--- src/rtl/l15_resp_serializer_if.sv ---
// L1.5 response / narrow refill stream bundle.
// The L1.5 side and the beat stream share one interface instance.
interface l15_resp_serializer_if #(
  parameter int L15_L1D_LINE_SIZE = 64,
  parameter int BEAT_BYTES        = 8,
  parameter int NUM_SLOTS         = 2,
  parameter int THREADID_W        = 1
);
  localparam int BEATS  = L15_L1D_LINE_SIZE / BEAT_BYTES;
  localparam int BIDX_W = (BEATS > 1) ? $clog2(BEATS) : 1;
  localparam int OFF_W  = $clog2(L15_L1D_LINE_SIZE);
  localparam int CNT_W  = $clog2(NUM_SLOTS) + 1;

  logic                           l15_val;
  logic [3:0]                     l15_returntype;
  logic                           l15_nc;
  logic [THREADID_W-1:0]          l15_threadid;
  logic [1:0]                     l15_error;
  logic [OFF_W-1:0]               l15_addr_offset;
  logic [L15_L1D_LINE_SIZE*8-1:0] l15_data;
  logic                           l15_req_ack;

  logic                           out_val;
  logic                           out_rdy;
  logic [BEAT_BYTES*8-1:0]        out_data;
  logic [BIDX_W-1:0]              out_beat_idx;
  logic                           out_first;
  logic                           out_last;
  logic [3:0]                     out_returntype;
  logic [THREADID_W-1:0]          out_threadid;
  logic [1:0]                     out_error;
  logic [CNT_W-1:0]               fifo_count;

  modport master (
    output l15_val, l15_returntype, l15_nc,
    output l15_threadid, l15_error,
    output l15_addr_offset, l15_data,
    input  l15_req_ack,
    input  out_val, out_data, out_beat_idx,
    input  out_first, out_last,
    input  out_returntype, out_threadid,
    input  out_error, fifo_count,
    output out_rdy
  );

  modport slave (
    input  l15_val, l15_returntype, l15_nc,
    input  l15_threadid, l15_error,
    input  l15_addr_offset, l15_data,
    output l15_req_ack,
    output out_val, out_data, out_beat_idx,
    output out_first, out_last,
    output out_returntype, out_threadid,
    output out_error, fifo_count,
    input  out_rdy
  );
endinterface

--- src/rtl/l15_resp_serializer.sv ---
// Buffers whole-line L1.5 responses and replays them as
// fixed-width beats, optionally critical-word-first.
module l15_resp_serializer #(
  parameter int L15_L1D_LINE_SIZE = 64,
  parameter int BEAT_BYTES        = 8,
  parameter int NUM_SLOTS         = 2,
  parameter bit CWF               = 1'b1,
  parameter int THREADID_W        = 1
) (
  input  logic                 clk,
  input  logic                 rst,
  l15_resp_serializer_if.slave bus
);
  localparam int BEATS  = L15_L1D_LINE_SIZE / BEAT_BYTES;
  localparam int BIDX_W = (BEATS > 1) ? $clog2(BEATS) : 1;
  localparam int OFF_W  = $clog2(L15_L1D_LINE_SIZE);
  localparam int BSH    = $clog2(BEAT_BYTES);
  localparam int BW     = BEAT_BYTES * 8;
  localparam int LW     = L15_L1D_LINE_SIZE * 8;
  localparam int PTR_W  = $clog2(NUM_SLOTS);
  localparam int CNT_W  = PTR_W + 1;

  typedef enum logic {
    IDLE,
    STREAM
  } state_e;

  state_e state_q, state_d;

  logic [PTR_W-1:0]  wr_ptr_q, wr_ptr_d;
  logic [PTR_W-1:0]  rd_ptr_q, rd_ptr_d;
  logic [CNT_W-1:0]  cnt_q, cnt_d;
  logic [BIDX_W-1:0] beat_q, beat_d;

  logic [LW-1:0]         data_q  [NUM_SLOTS];
  logic [3:0]            rtype_q [NUM_SLOTS];
  logic [THREADID_W-1:0] tid_q   [NUM_SLOTS];
  logic [1:0]            err_q   [NUM_SLOTS];
  logic                  multi_q [NUM_SLOTS];
  logic [BIDX_W-1:0]     start_q [NUM_SLOTS];

  logic              full;
  logic              push;
  logic              pop;
  logic              fire;
  logic              out_val;
  logic              is_fill;
  logic              multi_w;
  logic [LW-1:0]     data_w;
  logic [OFF_W-1:0]  off_sh;
  logic [BIDX_W-1:0] start_w;
  logic [BIDX_W:0]   idx_sum;
  logic [BIDX_W-1:0] idx;
  logic [BIDX_W-1:0] last_n;
  logic              is_last;
  logic [LW-1:0]     head_line;

  // Full comes from registered occupancy only, so a same-cycle pop
  // never frees a slot for a push.
  assign full = (cnt_q == CNT_W'(NUM_SLOTS));
  assign push = bus.l15_val & ~full & ~rst;
  assign bus.l15_req_ack = push;

  assign is_fill = (bus.l15_returntype == 4'b0000) |
                   (bus.l15_returntype == 4'b0001);
  assign multi_w = is_fill & ~bus.l15_nc;
  assign data_w  = is_fill ? bus.l15_data : '0;
  assign off_sh  = bus.l15_addr_offset >> BSH;
  assign start_w = CWF ? off_sh[BIDX_W-1:0] : '0;

  always_ff @(posedge clk) begin
    if (push) begin
      data_q[wr_ptr_q]  <= data_w;
      rtype_q[wr_ptr_q] <= bus.l15_returntype;
      tid_q[wr_ptr_q]   <= bus.l15_threadid;
      err_q[wr_ptr_q]   <= bus.l15_error;
      multi_q[wr_ptr_q] <= multi_w;
      start_q[wr_ptr_q] <= start_w;
    end
  end

  assign out_val   = (state_q == STREAM);
  assign head_line = data_q[rd_ptr_q];

  // Line position wraps mod BEATS, which need not be a power of two.
  always_comb begin
    idx_sum = {1'b0, start_q[rd_ptr_q]} + {1'b0, beat_q};
    if (idx_sum >= (BIDX_W+1)'(BEATS)) begin
      idx_sum = idx_sum - (BIDX_W+1)'(BEATS);
    end
    idx = idx_sum[BIDX_W-1:0];
  end

  assign last_n  = multi_q[rd_ptr_q] ? BIDX_W'(BEATS - 1) : '0;
  assign is_last = (beat_q == last_n);
  assign fire    = out_val & bus.out_rdy;
  assign pop     = fire & is_last;

  always_comb begin
    wr_ptr_d = wr_ptr_q;
    rd_ptr_d = rd_ptr_q;
    cnt_d    = cnt_q;
    beat_d   = beat_q;
    state_d  = state_q;
    if (push) begin
      wr_ptr_d = wr_ptr_q + 1'b1;
    end
    if (fire) begin
      if (is_last) begin
        beat_d   = '0;
        rd_ptr_d = rd_ptr_q + 1'b1;
      end else begin
        beat_d = beat_q + 1'b1;
      end
    end
    unique case ({push, pop})
      2'b10:   cnt_d = cnt_q + 1'b1;
      2'b01:   cnt_d = cnt_q - 1'b1;
      default: cnt_d = cnt_q;
    endcase
    unique case (state_q)
      IDLE: begin
        if (push) begin
          state_d = STREAM;
        end
      end
      STREAM: begin
        if (pop && !push && cnt_q == CNT_W'(1)) begin
          state_d = IDLE;
        end
      end
      default: state_d = IDLE;
    endcase
  end

  always_ff @(posedge clk) begin
    if (rst) begin
      state_q  <= IDLE;
      wr_ptr_q <= '0;
      rd_ptr_q <= '0;
      cnt_q    <= '0;
      beat_q   <= '0;
    end else begin
      state_q  <= state_d;
      wr_ptr_q <= wr_ptr_d;
      rd_ptr_q <= rd_ptr_d;
      cnt_q    <= cnt_d;
      beat_q   <= beat_d;
    end
  end

  // Outputs are forced to zero whenever nothing is queued.
  always_comb begin
    bus.out_val        = out_val;
    bus.out_data       = '0;
    bus.out_beat_idx   = '0;
    bus.out_first      = 1'b0;
    bus.out_last       = 1'b0;
    bus.out_returntype = '0;
    bus.out_threadid   = '0;
    bus.out_error      = '0;
    if (out_val) begin
      bus.out_data       = head_line[int'(idx)*BW +: BW];
      bus.out_beat_idx   = idx;
      bus.out_first      = (beat_q == '0);
      bus.out_last       = is_last;
      bus.out_returntype = rtype_q[rd_ptr_q];
      bus.out_threadid   = tid_q[rd_ptr_q];
      bus.out_error      = err_q[rd_ptr_q];
    end
  end

  assign bus.fifo_count = cnt_q;

endmodule

--- src/flat_wrapper.sv ---
// flat-port wrapper written by rule: the top's interface ports become plain ports
module l15_resp_serializer_flat 
#(
  parameter int L15_L1D_LINE_SIZE = 64,
  parameter int BEAT_BYTES        = 8,
  parameter int NUM_SLOTS         = 2,
  parameter bit CWF               = 1'b1,
  parameter int THREADID_W        = 1
)
  (clk, rst, bus_l15_val, bus_l15_returntype, bus_l15_nc, bus_l15_threadid, bus_l15_error, bus_l15_addr_offset, bus_l15_data, bus_l15_req_ack, bus_out_val, bus_out_data, bus_out_beat_idx, bus_out_first, bus_out_last, bus_out_returntype, bus_out_threadid, bus_out_error, bus_fifo_count, bus_out_rdy);
  l15_resp_serializer_if #(.L15_L1D_LINE_SIZE(L15_L1D_LINE_SIZE), .BEAT_BYTES(BEAT_BYTES), .NUM_SLOTS(NUM_SLOTS), .THREADID_W(THREADID_W)) bus_i ();
  input  logic clk;
  input  logic rst;
  input wire logic [$bits(bus_i.l15_val)-1:0] bus_l15_val;
  input wire logic [$bits(bus_i.l15_returntype)-1:0] bus_l15_returntype;
  input wire logic [$bits(bus_i.l15_nc)-1:0] bus_l15_nc;
  input wire logic [$bits(bus_i.l15_threadid)-1:0] bus_l15_threadid;
  input wire logic [$bits(bus_i.l15_error)-1:0] bus_l15_error;
  input wire logic [$bits(bus_i.l15_addr_offset)-1:0] bus_l15_addr_offset;
  input wire logic [$bits(bus_i.l15_data)-1:0] bus_l15_data;
  output wire logic [$bits(bus_i.l15_req_ack)-1:0] bus_l15_req_ack;
  output wire logic [$bits(bus_i.out_val)-1:0] bus_out_val;
  output wire logic [$bits(bus_i.out_data)-1:0] bus_out_data;
  output wire logic [$bits(bus_i.out_beat_idx)-1:0] bus_out_beat_idx;
  output wire logic [$bits(bus_i.out_first)-1:0] bus_out_first;
  output wire logic [$bits(bus_i.out_last)-1:0] bus_out_last;
  output wire logic [$bits(bus_i.out_returntype)-1:0] bus_out_returntype;
  output wire logic [$bits(bus_i.out_threadid)-1:0] bus_out_threadid;
  output wire logic [$bits(bus_i.out_error)-1:0] bus_out_error;
  output wire logic [$bits(bus_i.fifo_count)-1:0] bus_fifo_count;
  input wire logic [$bits(bus_i.out_rdy)-1:0] bus_out_rdy;
  assign bus_i.l15_val = bus_l15_val;
  assign bus_i.l15_returntype = bus_l15_returntype;
  assign bus_i.l15_nc = bus_l15_nc;
  assign bus_i.l15_threadid = bus_l15_threadid;
  assign bus_i.l15_error = bus_l15_error;
  assign bus_i.l15_addr_offset = bus_l15_addr_offset;
  assign bus_i.l15_data = bus_l15_data;
  assign bus_l15_req_ack = bus_i.l15_req_ack;
  assign bus_out_val = bus_i.out_val;
  assign bus_out_data = bus_i.out_data;
  assign bus_out_beat_idx = bus_i.out_beat_idx;
  assign bus_out_first = bus_i.out_first;
  assign bus_out_last = bus_i.out_last;
  assign bus_out_returntype = bus_i.out_returntype;
  assign bus_out_threadid = bus_i.out_threadid;
  assign bus_out_error = bus_i.out_error;
  assign bus_fifo_count = bus_i.fifo_count;
  assign bus_i.out_rdy = bus_out_rdy;
  l15_resp_serializer #(.L15_L1D_LINE_SIZE(L15_L1D_LINE_SIZE), .BEAT_BYTES(BEAT_BYTES), .NUM_SLOTS(NUM_SLOTS), .CWF(CWF), .THREADID_W(THREADID_W)) u_core (.clk(clk), .rst(rst), .bus(bus_i));
endmodule
--- config.mk ---
export PLATFORM = sky130hd
export DESIGN_NAME = l15_resp_serializer_flat
export DESIGN_NICKNAME = d
export VERILOG_FILES = /design/src/rtl/l15_resp_serializer_if.sv /design/src/rtl/l15_resp_serializer.sv /design/src/flat_wrapper.sv
export SDC_FILE = /design/constraint.sdc
export NUM_CORES = 1
export LEC_CHECK = 0
export BUFFER_PORTS_ARGS = -buffer_cell sky130_fd_sc_hd__clkbuf_2
export CORE_ASPECT_RATIO = 1.1
export CORE_UTILIZATION = 30
export CTS_BUF_LIST = sky130_fd_sc_hd__clkbuf_16
export DETAILED_ROUTE_END_ITERATION = 12
export GPL_ROUTABILITY_DRIVEN = 0
export PLACE_DENSITY_LB_ADDON = 0.1
export SLEW_MARGIN = 40
export SYNTH_ARGS = -nofsm -noshare
export SYNTH_HDL_FRONTEND = slang
export SYNTH_SLANG_ARGS = --single-unit
--- constraint.sdc ---
create_clock -name clk -period 32 [get_ports clk]
set_input_delay 3.2 -clock clk [delete_from_list [all_inputs] [get_ports clk]]
set_output_delay 3.2 -clock clk [all_outputs]
set_load 0.01 [all_outputs]
==> results of run 1 <==
[worst reg2reg max path, stage by stage, from the launching register on]
cell and delay, ns:
dfxtp_1 0.40, inv_1 0.06, ha_1 0.20, inv_1 0.07
nand3b_1 0.22, inv_1 0.19, and2_4 0.56, buf_6 0.64
buf_6 0.64, buf_6 0.63, buf_6 0.74
[power by group through the flow]
stage	logic, mW	registers (mW)	clock network, mW
3_3_place_gp	0.298	1.61	0
3_5_place_dp	0.303	1.62	0
6_report	0.294	1.59	1.28
4_1_cts	0.304	1.59	1.33
5_1_grt	0.322	1.59	1.38
2_1_floorplan	0.185	1.66	0
[logic make-up after synthesis]
logic type	after synthesis
compound gates	73
fa+ha+maj	8
simple gates	549
xor+xnor	4
buf+inv	155
flops	1055
mux	398
[Yosys cell counts]
cell / instances
and2_1: 514
nor3_1: 3
xnor2_1: 3
nand2_1: 5
mux2i_1: 138
dfxtp_1: 9
mux2_2: 3
mux2_4: 1
nor2_1: 8
nand4_1: 1
a31oi_1: 1
nor3_2: 1
nor4_1: 1
buf_2: 40
or4b_1: 1
buf_6: 28
xor2_1: 1
nand3_1: 1
nand2b_1: 1
mux4_2: 256
a311oi_1: 1
inv_1: 8
buf_1: 6
o21ai_0: 1
o22ai_1: 64
ha_1: 7
edfxtp_1: 1046
clkbuf_1: 70
nor2b_1: 11
a21oi_1: 6
nand3b_1: 1
fa_1: 1
buf_4: 3
and3_1: 1
[layout make-up]
cell class                 instances  area, um^2
clock buffer                     118        2953
inverter                           8       30.03
clock inverter                    88       685.7
sequential                      1055       31590
fill                           13620       91540
multi-input combinational       1032       11250
tap                             1924        2407
antenna                           12       30.03
timing repair buffer             647        3641
[routing by layer]
metal,track usage (%),routed length [um],part of all wire [%]
met3,5.281,8722,7.5
met2,27.19,59280,51
met1,18.11,45410,39
met5,0,518,0.45
met4,4.522,2221,1.9
[stage by stage]
stage	cell area (um^2)	total power, mW	utilization [%]	hold slack (ns)	setup slack (ns)
3_3_place_gp	48600	1.912	33.72	0.5192	23.06
5_1_grt	52570	3.291	36.48	0.5885	22.76
6_report	52590	3.164	36.49	0.5452	23.14
3_5_place_dp	48790	1.921	33.85	0.5381	23.28
4_1_cts	52430	3.220	36.37	0.5466	22.45
2_1_floorplan	43640	1.843	-	0.4982	5.318
[placed cells by master, fill, tap and decap left out, types with 2 or more instances in the layout]
| master | instances |
|---|---|
| edfxtp_1 | 1046 |
| buf_6 | 16 |
| buf_12 | 9 |
| nand2_1 | 4 |
| clkinv_2 | 17 |
| clkinvlp_4 | 3 |
| nor2b_1 | 11 |
| bufinv_16 | 9 |
| nor2_1 | 7 |
| nor3_1 | 3 |
| a21oi_1 | 6 |
| mux2i_1 | 138 |
| clkbuf_16 | 118 |
| ha_1 | 6 |
| mux2_2 | 3 |
| buf_16 | 6 |
| mux4_2 | 256 |
| and2_1 | 513 |
| clkinv_1 | 27 |
| xnor2_1 | 3 |
| dfxtp_1 | 8 |
| o22ai_1 | 64 |
| clkbuf_2 | 606 |
| buf_4 | 9 |
| inv_1 | 35 |
| clkinv_16 | 2 |
| diode_2 | 12 |
[final timing paths]
kind / to / slack (ns)
setup / recovery: bus_out_data[28] / 23.14
hold / removal: u_core.beat_q[1]$_SDFFE_PP0N_ / 0.55
setup reg to reg: u_core.data_q[1][108]$_DFFE_PP_ / 27.19
hold reg to reg: u_core.beat_q[1]$_SDFFE_PP0N_ / 0.55
[flip-flops by register name, indices dropped and copies added, names as in the netlist, named ones only]
signal and cells:
u_core.data_q 1024, u_core.wr_ptr_q 1, u_core.multi_q 2, u_core.bus.fifo_count 2, u_core.start_q 6, u_core.tid_q 2
u_core.beat_q 3, u_core.err_q 4, u_core.bus.out_val 1, u_core.rtype_q 8, u_core.rd_ptr_q 1
==> out/metrics.csv, run 1 <==
stage,metric,value,unit
layout,layout cells sized above 1,36.19,%
route,final antenna-violating net count,0,
worst_setup_path,RR Startpoint,u_core.bus.fifo_count[0]$_SDFFE_PP0P_,
clocking,CTS max path bufs,3,
grt,first-pass GRT wire length,167.5,mm
synth,dominant cells by area after synthesis,"edfxtp_1 72%, mux4_2 13%, and2_1 7.4%",
floorplan,# IOs,610,
route,drt total wl,116.2,mm
floorplan,area of the core,144100,um^2
route,First DRT Iteration DRCs,1187,
route,DRC viols,0,
pwr,combinational share of power,9.3,%
synth,Netlist cell types,34,
timing,Max Slew Vio Count,0,
pwr,Sw Pwr,0.7200,mW
worst_setup_path,max incr delay on CP,1.09,ns
timing,TNS Setup,0,ns
worst_setup_path,CP top delay family,buffers and inverters,
pwr,Seq pwr share,50.2,%
worst_setup_path,kind of critical path,flop to output pin,
placement,post-DP HPWL,73.66,mm
synth,instance count of the mapped netlist,2242,
pwr,PwrDens,60.16,nW/um^2
pwr,Pint,2.444,mW
synth,Mapped Nets,2780,
clocking,Worst-Skew Late Latency,0.72,ns
floorplan,Die Ht,402.0,um
synth,Seq cells post-synth,1055,
route,vias,22530,
layout,Layout area overhead,20.51,%
route,1st-pass router iterations,4,
synth,synth warn,0,
clocking,CTS Sinks,1055,
layout,Finished Layout Cells,4884,
timing,Final min period,8.863,ns
worst_setup_path,CP max stage cell,fa_4,
synth,post-synthesis mux area share,16.49,%
floorplan,effective utilization at floorplan,30.28,%
route,vias per cell,4.612,
placement,PortBufs,606,
clocking,"Setup Fix Bufs, Post-CTS",0,
synth,Synth Area in XOR/XNOR,0.08028,%
pwr,P_leak,18.51,nW
synth,Mean Syn Cell Area,19.46,um^2
clocking,# H-tree levels,3,
worst_setup_path,"Buf+Inv Stages, Crit Path",4,
worst_setup_path,crit-path max FO,51,
grt,largest net degree at the start of global routing,133,
flow_run,Max-Cap Viols,0,
worst_setup_path,Worst Reg2Reg Path Length in Cells,10,
pwr,Peak supply drop,0.04797,mV
worst_setup_path,critical path arrival,5.66,ns
floorplan,Die W,365.6,um
pwr,clock share of power,40.5,%
worst_setup_path,CP startpoint kind,flop,
synth,largest family of logic cells by synthesized area,multiplexers,
floorplan,Die ar.,147000,um^2
synth,"area leader, netlist",edfxtp_1,
status,outcome,"finished, final reports clean",
clocking,PostCTS Resize Cnt,0,
clocking,Num CTS Buffers,117,
clocking,hold buffers post-CTS,0,
layout,# nets final,3399,
timing,final setup violation count,0,
grt,initial antenna violation count,53,
worst_setup_path,critical path required time,28.80,ns
clocking,Worst-path clk slew,0.06,ns
worst_setup_path,cells along the critical path,"mux2_2, ha_4, inv_1, fa_4, buf_6, buf_4, mux4_2, mux2i_1, o22ai_1, clkbuf_2",
route,WL per Instance,23.78,um
timing,clock skew,0.02734,ns
grt,vias in the first global route,25160,
timing,worst slew pin tran,0.8127,ns
timing,Slew HR,44.27,%
grt,remaining global-route overflow,0,
timing,fmax,112.8,MHz
timing,RSZ-0062 raised after global routing,no,
synth,adder-cell area share of the yosys netlist,0.2466,%
synth,top cell type's share of synthesized area,71.98,%
floorplan,Site Rows,146,
placement,# placed instances,4661,
worst_setup_path,Critical Path Stages,10,
min_path,WHS Path Cells,2,
timing,Tcrit/Tclk final,27.70,%
synth,simple-gate share of the synthesized area,7.805,%
synth,post-synthesis compound-gate area fraction,1.032,%
synth,sequential share of the synthesized area,72.39,%
synth,Synth Cell Area,43640,um^2
clocking,Root Driver,clkbuf_16,
worst_setup_path,Critical Path Sink Type,output pin,
clocking,CTS tree,yes,
min_path,Hold Startpoint,u_core.beat_q[1]$_SDFFE_PP0N_,
grt,All-Layer GR Usage,15.64,%
timing,"Hold Violations, Final",0,
min_path,Worst Hold Class,flop to flop,
pwr,sw frac,22.76,%
No activity file was read; power rests on OpenSTA's default activity.
==> run 2, diff against run 1 <==
==> constraint.sdc (replaced) <==
create_clock -name clk -period 8.1 [get_ports clk]
set_input_delay 0.81 -clock clk [delete_from_list [all_inputs] [get_ports clk]]
set_output_delay 0.81 -clock clk [all_outputs]
set_load 0.01 [all_outputs]
==> out/metrics.csv, run 2 (synthesis gave the netlist of run 1 again) <==
stage,metric,value,unit,change
worst_setup_path,cells along the critical path,"buf_12, mux2_2, ha_4, inv_1, fa_4, buf_4, mux4_2, mux2i_1, o22ai_1, clkbuf_2",,"was mux2_2, ha_4, inv_1, fa_4, buf_6, buf_4, mux4_2, mux2i_1, o22ai_1, clkbuf_2"
min_path,Worst Hold Class,input port to flop,,was flop to flop
worst_setup_path,CP startpoint kind,flop,,unchanged
timing,Tcrit/Tclk final,69.40,%,
timing,TNS Setup,0,ns,unchanged
worst_setup_path,crit-path max FO,48,,was 51
route,vias per cell,4.614,,was 4.612
layout,# nets final,3401,,was 3399
worst_setup_path,critical path arrival,4.81,ns,was 5.66 ns
clocking,CTS tree,yes,,unchanged
clocking,# H-tree levels,3,,unchanged
clocking,PostCTS Resize Cnt,0,,unchanged
layout,post-route cell area,52720,um^2,was 52590 um^2
floorplan,effective utilization at floorplan,30.28,%,unchanged
route,DRC viols,0,,unchanged
route,met3 routed WL,8.432,mm,was 8.722 mm
route,top layer in use,met5,,unchanged
timing,Final Worst Setup Slack,2.479,ns,was 23.14 ns
worst_setup_path,Critical Path Sink Type,output pin,,unchanged
clocking,Root Driver,clkbuf_16,,unchanged
clocking,hold buffers post-CTS,0,,unchanged
timing,final setup violation count,0,,unchanged
worst_setup_path,kind of critical path,flop to output pin,,unchanged
layout,fin util,36.58,%,was 36.49%
floorplan,# IOs,610,,unchanged
route,WL per Instance,23.81,um,was 23.78 um
floorplan,area of the core,144100,um^2,unchanged
timing,Slew HR,42.94,%,was 44.27%
layout,max reg flops,1024,,unchanged
worst_setup_path,critical path required time,7.29,ns,was 28.80 ns
flow_run,Max-Cap Viols,0,,unchanged
route,drt total wl,116.6,mm,was 116.2 mm
timing,Hold WS,0.2762,ns,was 0.5452 ns
route,met2 wire length,59.71,mm,was 59.28 mm
timing,fmax,177.9,MHz,
clocking,"Setup Fix Bufs, Post-CTS",0,,unchanged
placement,placed cell area,48890,um^2,was 48790 um^2
timing,RSZ-0062 raised after global routing,no,,unchanged
status,outcome,"finished, final reports clean",,unchanged
clocking,Worst-Skew Late Latency,0.72,ns,about the same
worst_setup_path,CP top delay family,adder cells,,was buffers and inverters
grt,remaining global-route overflow,0,,unchanged
clocking,CTS max path bufs,3,,unchanged
worst_setup_path,max incr delay on CP,1.27,ns,was 1.09 ns
route,M1 WL,45.37,mm,was 45.41 mm
timing,Final min period,5.621,ns,
layout,Largest regs,"u_core.data_q: 1024 flops, u_core.rtype_q: 8 flops, u_core.start_q: 6 flops",,unchanged
grt,largest net degree at the start of global routing,156,,was 133
pwr,overall power,12.63,mW,was 3.164 mW
timing,worst slew pin tran,0.8559,ns,was 0.8127 ns
layout,"commonest non-fill, non-tap cell in the layout",edfxtp_1,,unchanged
clocking,CTS Sinks,1055,,unchanged
layout,Finished Layout Cells,4895,,was 4884
pwr,Peak supply drop,0.1688,mV,was 0.04797 mV
timing,Max Slew Vio Count,0,,unchanged
layout,Layout area overhead,20.81,%,was 20.51%
clocking,Num CTS Buffers,120,,was 117
layout,layout cells sized above 1,36.22,%,was 36.19%
floorplan,Die Ht,402.0,um,unchanged
clocking,Worst-path clk slew,0.05,ns,was 0.06 ns
layout,largest reg by FF count,u_core.data_q,,unchanged
grt,All-Layer GR Usage,15.73,%,was 15.64%
grt,initial antenna violation count,59,,was 53
floorplan,Die ar.,147000,um^2,unchanged
route,vias,22590,,was 22.53k
route,final antenna-violating net count,0,,unchanged
timing,clock skew,0.01987,ns,was 0.02734 ns
pwr,P_leak,18.57,nW,was 18.51 nW
layout,"commonest cells after routing, fill and taps aside","1046 x edfxtp_1, 606 x clkbuf_2, 513 x and2_1",,unchanged
placement,pre-CTS setup slack,3.120,ns,was 23.28 ns
route,First DRT Iteration DRCs,1401,,was 1187
timing,"Hold Violations, Final",0,,unchanged
floorplan,Die W,365.6,um,unchanged
pwr,PwrDens,239.5,nW/um^2,was 60.16 nW/um^2
placement,post-DP HPWL,74.83,mm,was 73.66 mm
placement,# placed instances,4664,,was 4661
grt,vias in the first global route,25240,,was 25.16k
route,1st-pass router iterations,5,,was 4
grt,first-pass GRT wire length,168.0,mm,was 167.5 mm
placement,PortBufs,606,,unchanged
floorplan,Site Rows,146,,unchanged
worst_setup_path,CP max stage cell,fa_4,,unchanged
worst_setup_path,"Buf+Inv Stages, Crit Path",4,,unchanged
==> run 2: worst paths after layout <==
path | start | to | slack [ns] | cells after the start
hold reg to reg | u_core.beat_q[1]$_SDFFE_PP0N_ | u_core.beat_q[1]$_SDFFE_PP0N_ | 0.56 | 2
setup / recovery | flop | bus_out_data[14] | 2.48 | 10
hold / removal | bus_l15_addr_offset[3] | u_core.start_q[0][0]$_DFFE_PP_ | 0.28 | 1
setup reg to reg | u_core.bus.fifo_count[0]$_SDFFE_PP0P_ | u_core.data_q[1][81]$_DFFE_PP_ | 4.90 | 8
==> run 2: where the power goes <==
group / total (mW) / internal, mW / switching [mW] / leakage, nW
clock: 5.19 / 3.03 / 2.16 / 1.94
combinational: 1.17 / 0.529 / 0.642 / 6.91
sequential: 6.27 / 6.22 / 0.0484 / 9.72
==> run 2: routing by layer <==
metal,track usage (%),vias to the layer above
li1,-,10130
met1,18.35,11580
met2,27.25,592
met3,4.868,212
met4,5.197,72
met5,0,-
==> run 2: layout make-up <==
cell class | instances | area [um^2]
Fill cell | 13630 | 91410
Sequential cell | 1055 | 31600
Multi-Input combinational cell | 1032 | 11250
Timing Repair Buffer | 646 | 3646
Clock buffer | 121 | 3028
Tap cell | 1924 | 2407
Clock inverter | 92 | 725.7
Antenna cell | 17 | 42.54
Inverter | 8 | 30.03
==> run 2: worst reg2reg max path, cell delays in order (launching register included) <==
cell and delay (ns):
dfxtp_1 0.40, inv_1 0.07, ha_1 0.19, inv_1 0.07, nand3b_1 0.19, inv_1 0.18, and2_4 0.57, buf_4 0.51
buf_6 0.57
